### src/rtl/awg_cmd_ctrl_if.sv
// Byte input and configuration-register outputs of the AWG command controller.
// The slave side is the controller; the master side feeds bytes and watches the registers.
interface awg_cmd_ctrl_if;
  logic [7:0]  rx_data;
  logic        rx_valid;
  logic [4:0]  wave_sel;
  logic [11:0] freq;
  logic [7:0]  amp;
  logic [7:0]  phase;
  logic        cfg_update;
  logic [1:0]  cfg_field;
  logic        err;
  logic [1:0]  err_code;
  logic        busy;

  modport master (
    output rx_data, rx_valid,
    input  wave_sel, freq, amp, phase, cfg_update, cfg_field, err, err_code, busy
  );

  modport slave (
    input  rx_data, rx_valid,
    output wave_sel, freq, amp, phase, cfg_update, cfg_field, err, err_code, busy
  );
endinterface

### src/rtl/awg_cmd_ctrl.sv
// Parses ASCII "<letter><digits><CR|LF>" commands into AWG config registers; results one cycle after the terminator.
// No backpressure: every rx_valid byte is consumed, so back-to-back commands need no gap.
module awg_cmd_ctrl #(
  parameter logic [4:0]  DEF_WAVE    = 5'd3,
  parameter logic [11:0] DEF_FREQ    = 12'd1,
  parameter logic [7:0]  DEF_AMP     = 8'd50,
  parameter logic [7:0]  DEF_PHASE   = 8'd50,
  parameter int unsigned WAVE_MAX    = 10,
  parameter int unsigned MAX_DIGITS  = 5,
  parameter logic [23:0] TIMEOUT_CYC = 24'd5_000_000
) (
  input  logic          clk,
  input  logic          rst,
  awg_cmd_ctrl_if.slave bus
);

  localparam int NDIG_W = $clog2(MAX_DIGITS + 1);

  typedef enum logic [1:0] {
    ST_IDLE   = 2'd0,
    ST_DIGITS = 2'd1,
    ST_FLUSH  = 2'd2
  } state_t;

  state_t              r_state, w_state;
  logic [1:0]          r_field, w_field;
  logic [16:0]         r_acc, w_acc;
  logic [NDIG_W-1:0]   r_ndig, w_ndig;
  logic                r_ovf, w_ovf;
  logic [23:0]         r_tmo, w_tmo;
  logic [4:0]          r_wave, w_wave;
  logic [11:0]         r_freq, w_freq;
  logic [7:0]          r_amp, w_amp;
  logic [7:0]          r_phase, w_phase;
  logic                r_cfg_update, w_cfg_update;
  logic [1:0]          r_cfg_field, w_cfg_field;
  logic                r_err, w_err;
  logic [1:0]          r_err_code, w_err_code;
  logic                r_busy, w_busy;

  logic                w_is_term;
  logic                w_is_digit;
  logic [3:0]          w_digit;
  logic [16:0]         w_fmax;
  logic                w_tmo_hit;

  assign w_is_term  = (bus.rx_data == 8'd13) || (bus.rx_data == 8'd10);
  assign w_is_digit = (bus.rx_data >= 8'h30) && (bus.rx_data <= 8'h39);
  assign w_digit    = 4'(bus.rx_data - 8'h30);
  assign w_tmo_hit  = (r_tmo == TIMEOUT_CYC - 24'd1);

  always_comb begin
    w_fmax = 17'd255;
    case (r_field)
      2'd0:    w_fmax = 17'(WAVE_MAX);
      2'd1:    w_fmax = 17'd4095;
      default: w_fmax = 17'd255;
    endcase
  end

  always_comb begin
    w_state      = r_state;
    w_field      = r_field;
    w_acc        = r_acc;
    w_ndig       = r_ndig;
    w_ovf        = r_ovf;
    w_tmo        = r_tmo;
    w_wave       = r_wave;
    w_freq       = r_freq;
    w_amp        = r_amp;
    w_phase      = r_phase;
    w_cfg_update = 1'b0;
    w_cfg_field  = r_cfg_field;
    w_err        = 1'b0;
    w_err_code   = r_err_code;

    case (r_state)
      ST_IDLE: begin
        w_tmo = 24'd0;
        if (bus.rx_valid) begin
          case (bus.rx_data)
            "W", "w", "F", "f", "A", "a", "P", "p": begin
              case (bus.rx_data)
                "W", "w": w_field = 2'd0;
                "F", "f": w_field = 2'd1;
                "A", "a": w_field = 2'd2;
                default:  w_field = 2'd3;
              endcase
              w_acc   = 17'd0;
              w_ndig  = '0;
              w_ovf   = 1'b0;
              w_state = ST_DIGITS;
            end
            8'd13, 8'd10, 8'd32: ;
            default: begin
              w_err      = 1'b1;
              w_err_code = 2'd0;
            end
          endcase
        end
      end

      ST_DIGITS: begin
        if (bus.rx_valid) begin
          w_tmo = 24'd0;
          if (w_is_digit) begin
            // ndig < MAX_DIGITS bounds acc so acc*10+9 stays within 17 bits
            if (r_ndig < NDIG_W'(MAX_DIGITS)) begin
              w_acc  = r_acc * 17'd10 + {13'd0, w_digit};
              w_ndig = r_ndig + NDIG_W'(1);
            end else begin
              w_ovf = 1'b1;
            end
          end else if (w_is_term) begin
            w_state = ST_IDLE;
            if (r_ndig == '0) begin
              w_err      = 1'b1;
              w_err_code = 2'd2;
            end else if (r_ovf || (r_acc > w_fmax)) begin
              w_err      = 1'b1;
              w_err_code = 2'd1;
            end else begin
              case (r_field)
                2'd0:    w_wave  = r_acc[4:0];
                2'd1:    w_freq  = r_acc[11:0];
                2'd2:    w_amp   = r_acc[7:0];
                default: w_phase = r_acc[7:0];
              endcase
              w_cfg_update = 1'b1;
              w_cfg_field  = r_field;
            end
          end else begin
            w_err      = 1'b1;
            w_err_code = 2'd0;
            w_state    = ST_FLUSH;
          end
        end else if (w_tmo_hit) begin
          w_err      = 1'b1;
          w_err_code = 2'd3;
          w_state    = ST_IDLE;
          w_tmo      = 24'd0;
        end else begin
          w_tmo = r_tmo + 24'd1;
        end
      end

      ST_FLUSH: begin
        if (bus.rx_valid) begin
          w_tmo = 24'd0;
          if (w_is_term) w_state = ST_IDLE;
        end else if (w_tmo_hit) begin
          w_err      = 1'b1;
          w_err_code = 2'd3;
          w_state    = ST_IDLE;
          w_tmo      = 24'd0;
        end else begin
          w_tmo = r_tmo + 24'd1;
        end
      end

      default: w_state = ST_IDLE;
    endcase

    w_busy = (w_state != ST_IDLE);
  end

  always_ff @(posedge clk or posedge rst) begin
    if (rst) begin
      r_state      <= ST_IDLE;
      r_field      <= 2'd0;
      r_acc        <= 17'd0;
      r_ndig       <= '0;
      r_ovf        <= 1'b0;
      r_tmo        <= 24'd0;
      r_wave       <= DEF_WAVE;
      r_freq       <= DEF_FREQ;
      r_amp        <= DEF_AMP;
      r_phase      <= DEF_PHASE;
      r_cfg_update <= 1'b0;
      r_cfg_field  <= 2'd0;
      r_err        <= 1'b0;
      r_err_code   <= 2'd0;
      r_busy       <= 1'b0;
    end else begin
      r_state      <= w_state;
      r_field      <= w_field;
      r_acc        <= w_acc;
      r_ndig       <= w_ndig;
      r_ovf        <= w_ovf;
      r_tmo        <= w_tmo;
      r_wave       <= w_wave;
      r_freq       <= w_freq;
      r_amp        <= w_amp;
      r_phase      <= w_phase;
      r_cfg_update <= w_cfg_update;
      r_cfg_field  <= w_cfg_field;
      r_err        <= w_err;
      r_err_code   <= w_err_code;
      r_busy       <= w_busy;
    end
  end

  assign bus.wave_sel   = r_wave;
  assign bus.freq       = r_freq;
  assign bus.amp        = r_amp;
  assign bus.phase      = r_phase;
  assign bus.cfg_update = r_cfg_update;
  assign bus.cfg_field  = r_cfg_field;
  assign bus.err        = r_err;
  assign bus.err_code   = r_err_code;
  assign bus.busy       = r_busy;

endmodule

### src/flat_wrapper.sv
// flat-port wrapper written by rule: the top's interface ports become plain ports
module awg_cmd_ctrl_flat 
#(
  parameter logic [4:0]  DEF_WAVE    = 5'd3,
  parameter logic [11:0] DEF_FREQ    = 12'd1,
  parameter logic [7:0]  DEF_AMP     = 8'd50,
  parameter logic [7:0]  DEF_PHASE   = 8'd50,
  parameter int unsigned WAVE_MAX    = 10,
  parameter int unsigned MAX_DIGITS  = 5,
  parameter logic [23:0] TIMEOUT_CYC = 24'd5_000_000
)
  (clk, rst, bus_rx_data, bus_rx_valid, bus_wave_sel, bus_freq, bus_amp, bus_phase, bus_cfg_update, bus_cfg_field, bus_err, bus_err_code, bus_busy);
  awg_cmd_ctrl_if bus_i ();
  input  logic clk;
  input  logic rst;
  input wire logic [$bits(bus_i.rx_data)-1:0] bus_rx_data;
  input wire logic [$bits(bus_i.rx_valid)-1:0] bus_rx_valid;
  output wire logic [$bits(bus_i.wave_sel)-1:0] bus_wave_sel;
  output wire logic [$bits(bus_i.freq)-1:0] bus_freq;
  output wire logic [$bits(bus_i.amp)-1:0] bus_amp;
  output wire logic [$bits(bus_i.phase)-1:0] bus_phase;
  output wire logic [$bits(bus_i.cfg_update)-1:0] bus_cfg_update;
  output wire logic [$bits(bus_i.cfg_field)-1:0] bus_cfg_field;
  output wire logic [$bits(bus_i.err)-1:0] bus_err;
  output wire logic [$bits(bus_i.err_code)-1:0] bus_err_code;
  output wire logic [$bits(bus_i.busy)-1:0] bus_busy;
  assign bus_i.rx_data = bus_rx_data;
  assign bus_i.rx_valid = bus_rx_valid;
  assign bus_wave_sel = bus_i.wave_sel;
  assign bus_freq = bus_i.freq;
  assign bus_amp = bus_i.amp;
  assign bus_phase = bus_i.phase;
  assign bus_cfg_update = bus_i.cfg_update;
  assign bus_cfg_field = bus_i.cfg_field;
  assign bus_err = bus_i.err;
  assign bus_err_code = bus_i.err_code;
  assign bus_busy = bus_i.busy;
  awg_cmd_ctrl #(.DEF_WAVE(DEF_WAVE), .DEF_FREQ(DEF_FREQ), .DEF_AMP(DEF_AMP), .DEF_PHASE(DEF_PHASE), .WAVE_MAX(WAVE_MAX), .MAX_DIGITS(MAX_DIGITS), .TIMEOUT_CYC(TIMEOUT_CYC)) u_core (.clk(clk), .rst(rst), .bus(bus_i));
endmodule
### config.mk
export PLATFORM = sky130hd
export DESIGN_NAME = awg_cmd_ctrl_flat
export DESIGN_NICKNAME = d
export VERILOG_FILES = /design/src/rtl/awg_cmd_ctrl_if.sv /design/src/rtl/awg_cmd_ctrl.sv /design/src/flat_wrapper.sv
export SDC_FILE = /design/constraint.sdc
export NUM_CORES = 1
export LEC_CHECK = 0
export CAP_MARGIN = 20
export CORE_ASPECT_RATIO = 0.5
export CORE_MARGIN = 10
export CORE_UTILIZATION = 53
export DETAILED_ROUTE_END_ITERATION = 8
export PLACE_DENSITY = 0.77
export SKIP_CTS_REPAIR_TIMING = 1
export SYNTH_ARGS = -nofsm -noshare
export SYNTH_HDL_FRONTEND = slang
export SYNTH_SLANG_ARGS = --single-unit
### constraint.sdc
create_clock -name clk -period 3.1 [get_ports clk]
set_input_delay 0.775 -clock clk [delete_from_list [all_inputs] [get_ports clk]]
set_output_delay 0.775 -clock clk [all_outputs]
set_load 0.02 [all_outputs]
==> impl.org <==
** Status
- The run finished with clean final reports.

** Timing
- The worst path uses 98.10% of the clock period.
- Setup ws final :: 0.05890 ns
- The clock period could shrink to 3.041 ns.
- Slew Limit Fails :: 0
- For the pin with the worst max-slew slack, the measured transition is 0.6091 ns.
- Setup_tns :: 0 ns
- Maximum clock skew at final layout :: 0.007837 ns
- The number of endpoints with negative hold slack in the final report was 0.
- Slew HR :: 59.10%
- Total of endpoints with negative setup slack in the final report :: 0
- Static timing analysis puts the maximum clock frequency at 0.3288 GHz.
- Setup repair after global routing could not meet its margin everywhere.

** Final layout
- Excluding fillers, the count of instances in the completed layout stands at 821.
- Measured on the finished design, the core utilization comes to 69.62%.
- The number of antenna diodes in the final layout is 0.
- Area Overhead vs Synth :: 26.83%
- Highest-count cells in the layout ignoring fill and taps :: 80 x sky130_fd_sc_hd__dfrtp_1, 60 x sky130_fd_sc_hd__buf_4, 52 x sky130_fd_sc_hd__nand2_1
- At the end of the flow, the number of nets in the layout was 731.
- The post-route netlist has 23.79% of its cells at a drive strength greater than 1.
- Leaving out fill and tap cells, the most frequent cell in the layout is sky130_fd_sc_hd__dfrtp_1.

** Yosys
- The number of nets in the synthesized netlist is 625.
- Post-synthesis cell type count :: 71
- The most used flip-flop cell after synthesis is sky130_fd_sc_hd__dfrtp_1.
- Count of flip-flops with a built-in enable after synthesis :: 0
- The synthesized design contains 89 register bits.
- Of the synthesized area, sequential elements account for 39.67%.
- Post-synth ARST share :: 100.0%
- Counting every instance in the synthesized netlist gives 570.
- Post-synthesis average cell area :: 9.900 um2
- Number of synthesis warnings :: 0
- Syn Std Cell Area :: 5643 um2

** Drt
- In this run, the number of DRC markers left after iteration 0 of detailed routing was 271.
- Summed over all layers, the routed wires come to 14420 um.
- In the routed design, unresolved DRC markers number 0.
- The detail route stage leaves a number of antenna-violating nets equal to 0.
- Drt first pass iters :: 5
- After detailed routing, the average wire length per cell comes to 17.56 um.
- In the routed layout, each cell is associated on average with a via count of 5.987.
- The final route contains 4915 vias.

** Pwr
- For this design the static power due to leakage is 3.353 nW.
- VDD sags by at most 0.0002916 V.
- Power density over the cells :: 442.7 nW/um2
- Power Total :: 3.168 mW

** Clock tree
- Clock-pin slew was measured on the worst setup and hold paths at 0.07 ns.
- Largest buffer count on any clock path :: 2
- Counting the buffers created by CTS gives 9.
- Clock tree synthesis found a total of 89 sinks.
- At the later pin of the worst-skew pair, clock insertion delay measures 0.35 ns.
- Clock H-tree levels :: 3
- TritonCTS built the clock tree.
- Library cell used as clock root buffer :: sky130_fd_sc_hd__clkbuf_16

** Floorplanning
- Measured along the x axis, the die boundary spans 165.9 um.
- The die is 92.96 um tall.
- 51 I/O pins were placed.
- The die covers 15420 um2.
- Standard-cell row count :: 26
- Initial cell density of the core :: 54.89%
- The core region is 10280 um2.

** Hold path
- The worst hold path belongs to the class flip-flop to flip-flop.

** Job
- Across the run, the number of max-cap violations was 0.

** Critical path
- Slowest Stage Delay on Critical Path :: 0.47 ns
- Nature of the critical path endpoint :: flip-flop
- The worst setup path is launched from an input pin.
- Cell Chain, Critical Path :: clkdlybuf4s50_1, or3b_4, a2111oi_4, and2b_2, o2111ai_1, nor2_2, and3b_2, buf_6, mux2_2
- Arrival time of data at the critical path endpoint :: 3.27 ns
- STA puts the critical path data required time at 3.33 ns.
- The largest individual stage delay along the critical path comes from the cell sky130_fd_sc_hd__clkdlybuf4s50_1.
- Critical path fanouts, max :: 8
- The critical path is of the input pin to flip-flop type.

** Place
- Last weighted congestion value of the routability-driven placer :: 0.9012
- Buffers placed on the I/O ports in this run total 50.
- Timing analysis after detailed placement gives a worst setup slack of -0.2844 ns.
- Placed Instances :: 800
- Detailed placement ended at an HPWL of 10010 um.

** Global route
- Summed over all layers, the global routing overflow is 0.
- Entering global routing, the biggest net connects 90 pins.
- First-pass GRT wire length :: 23310 um
- The number of antenna violations at the first check in global routing came to 0.
- In the global route stage, overall resource usage came out at 17.84%.
- Via count of the first global-routing pass :: 4601
cells in the mapped netlist (all sizes together), types with 3 or more instances:
cell type	number	area (um2)
a2111oi	5	62.56
a211o	3	26.28
a211oi	4	30.03
a21boi	3	22.52
a21o	10	76.32
a21oi	19	95.09
a22o	6	52.55
a31oi	4	25.02
and2	4	26.28
and3	12	75.07
buf	4	50.05
clkbuf	14	62.56
dfrtp	80	2002
dfstp	9	236.5
ha	42	525.5
inv	22	82.58
mux2	34	412.9
nand2	53	198.9
nand2b	4	25.02
nand3	26	135.1
nand3b	3	22.52
nand4	12	75.07
nor2	31	116.4
nor2b	6	37.54
nor3	5	25.02
nor4	7	43.79
nor4b	5	43.79
o211ai	4	35.03
o21ai	52	260.3
o22ai	3	18.77
o2bb2ai	3	26.28
o31ai	8	60.06
o41ai	5	43.79
or3	7	45.05
xnor2	18	157.7
xor2	11	96.34
report_power, final:
part | leakage (nW) | switching, mW | internal (mW)
sequential | 1.20 | 0.0489 | 1.20
combinational | 2.00 | 0.471 | 0.325
clock | 0.146 | 0.483 | 0.638
registers in the layout, indices dropped and copies added, names as in the netlist:
register,cells
u_core.r_tmo,24
u_core.r_acc,17
u_core.bus.freq,12
u_core.bus.amp,8
u_core.bus.phase,8
u_core.bus.wave_sel,5
u_core.r_ndig,3
u_core.bus.cfg_field,2
u_core.bus.err_code,2
u_core.r_field,2
u_core.r_state,2
u_core.bus.busy,1
u_core.bus.cfg_update,1
u_core.bus.err,1
u_core.r_ovf,1
area by class of cell:
| type | instances | area [um2] |
|---|---|---|
| multi-input cells | 441 | 3353 |
| well taps | 140 | 175.2 |
| flip-flops and latches | 89 | 2238 |
| inverters | 22 | 83.83 |
| clock inverters | 6 | 75.07 |
| clock buffers | 10 | 229.0 |
| repair buffers | 113 | 1002 |
| fillers | 777 | 3123 |
logic make-up (layout without fill, tap and decap cells):
kind of cell / Yosys count / count (layout) / share of synthesized area (%)
AOI/OAI and AO/OA: 145 / 145 / 17.52
xor gates and xnor gates: 29 / 29 / 4.501
buffers and inverters: 40 / 151 / 3.459
DFF: 89 / 89 / 39.67
muxes: 35 / 35 / 7.495
adders and majority gates: 44 / 44 / 10.02
and+or+nand+nor: 188 / 188 / 17.34
metrics by stage:
step / hold slack [ns] / area [um2]
floorplan: 0.4614 / 5643
global route: 0.5070 / 7157
CTS: 0.4904 / 6973
finish: 0.4908 / 7157
detailed placement: 0.4849 / 6669
global placement: 0.4720 / 6669
final timing paths:
check | start | end | slack (ns) | depth (start not counted)
worst max-delay path | bus_rx_data[1] | u_core.bus.amp[3] | 0.06 | 9
worst min-delay path | u_core.bus.freq[0] | u_core.bus.freq[0] | 0.49 | 2
worst max register to register | u_core.r_field[1] | u_core.bus.amp[3] | 0.07 | 11
worst min register to register | u_core.bus.freq[0] | u_core.bus.freq[0] | 0.49 | 2
max in group asynchronous | rst | u_core.bus.wave_sel[0] | 1.83 | 3
min in group asynchronous | rst | u_core.r_state[0] | 0.82 | 3
critical path: cells and delay by family:
kind	cells	cell delay [ns]
compound gates	2	0.50
mux	1	0.34
buf+inv	2	0.61
simple gates	4	1.04
routing by layer:
layer / vias to the layer above / global-route usage (%) / routed length (um)
li1: 2325 / - / -
met5: - / 0 / 0
met1: 2424 / 22.68 / 6333
met2: 152 / 30.27 / 7158
met4: 0 / 3.446 / 138
met3: 14 / 4.639 / 785
(Power assumes the default switching activity.)
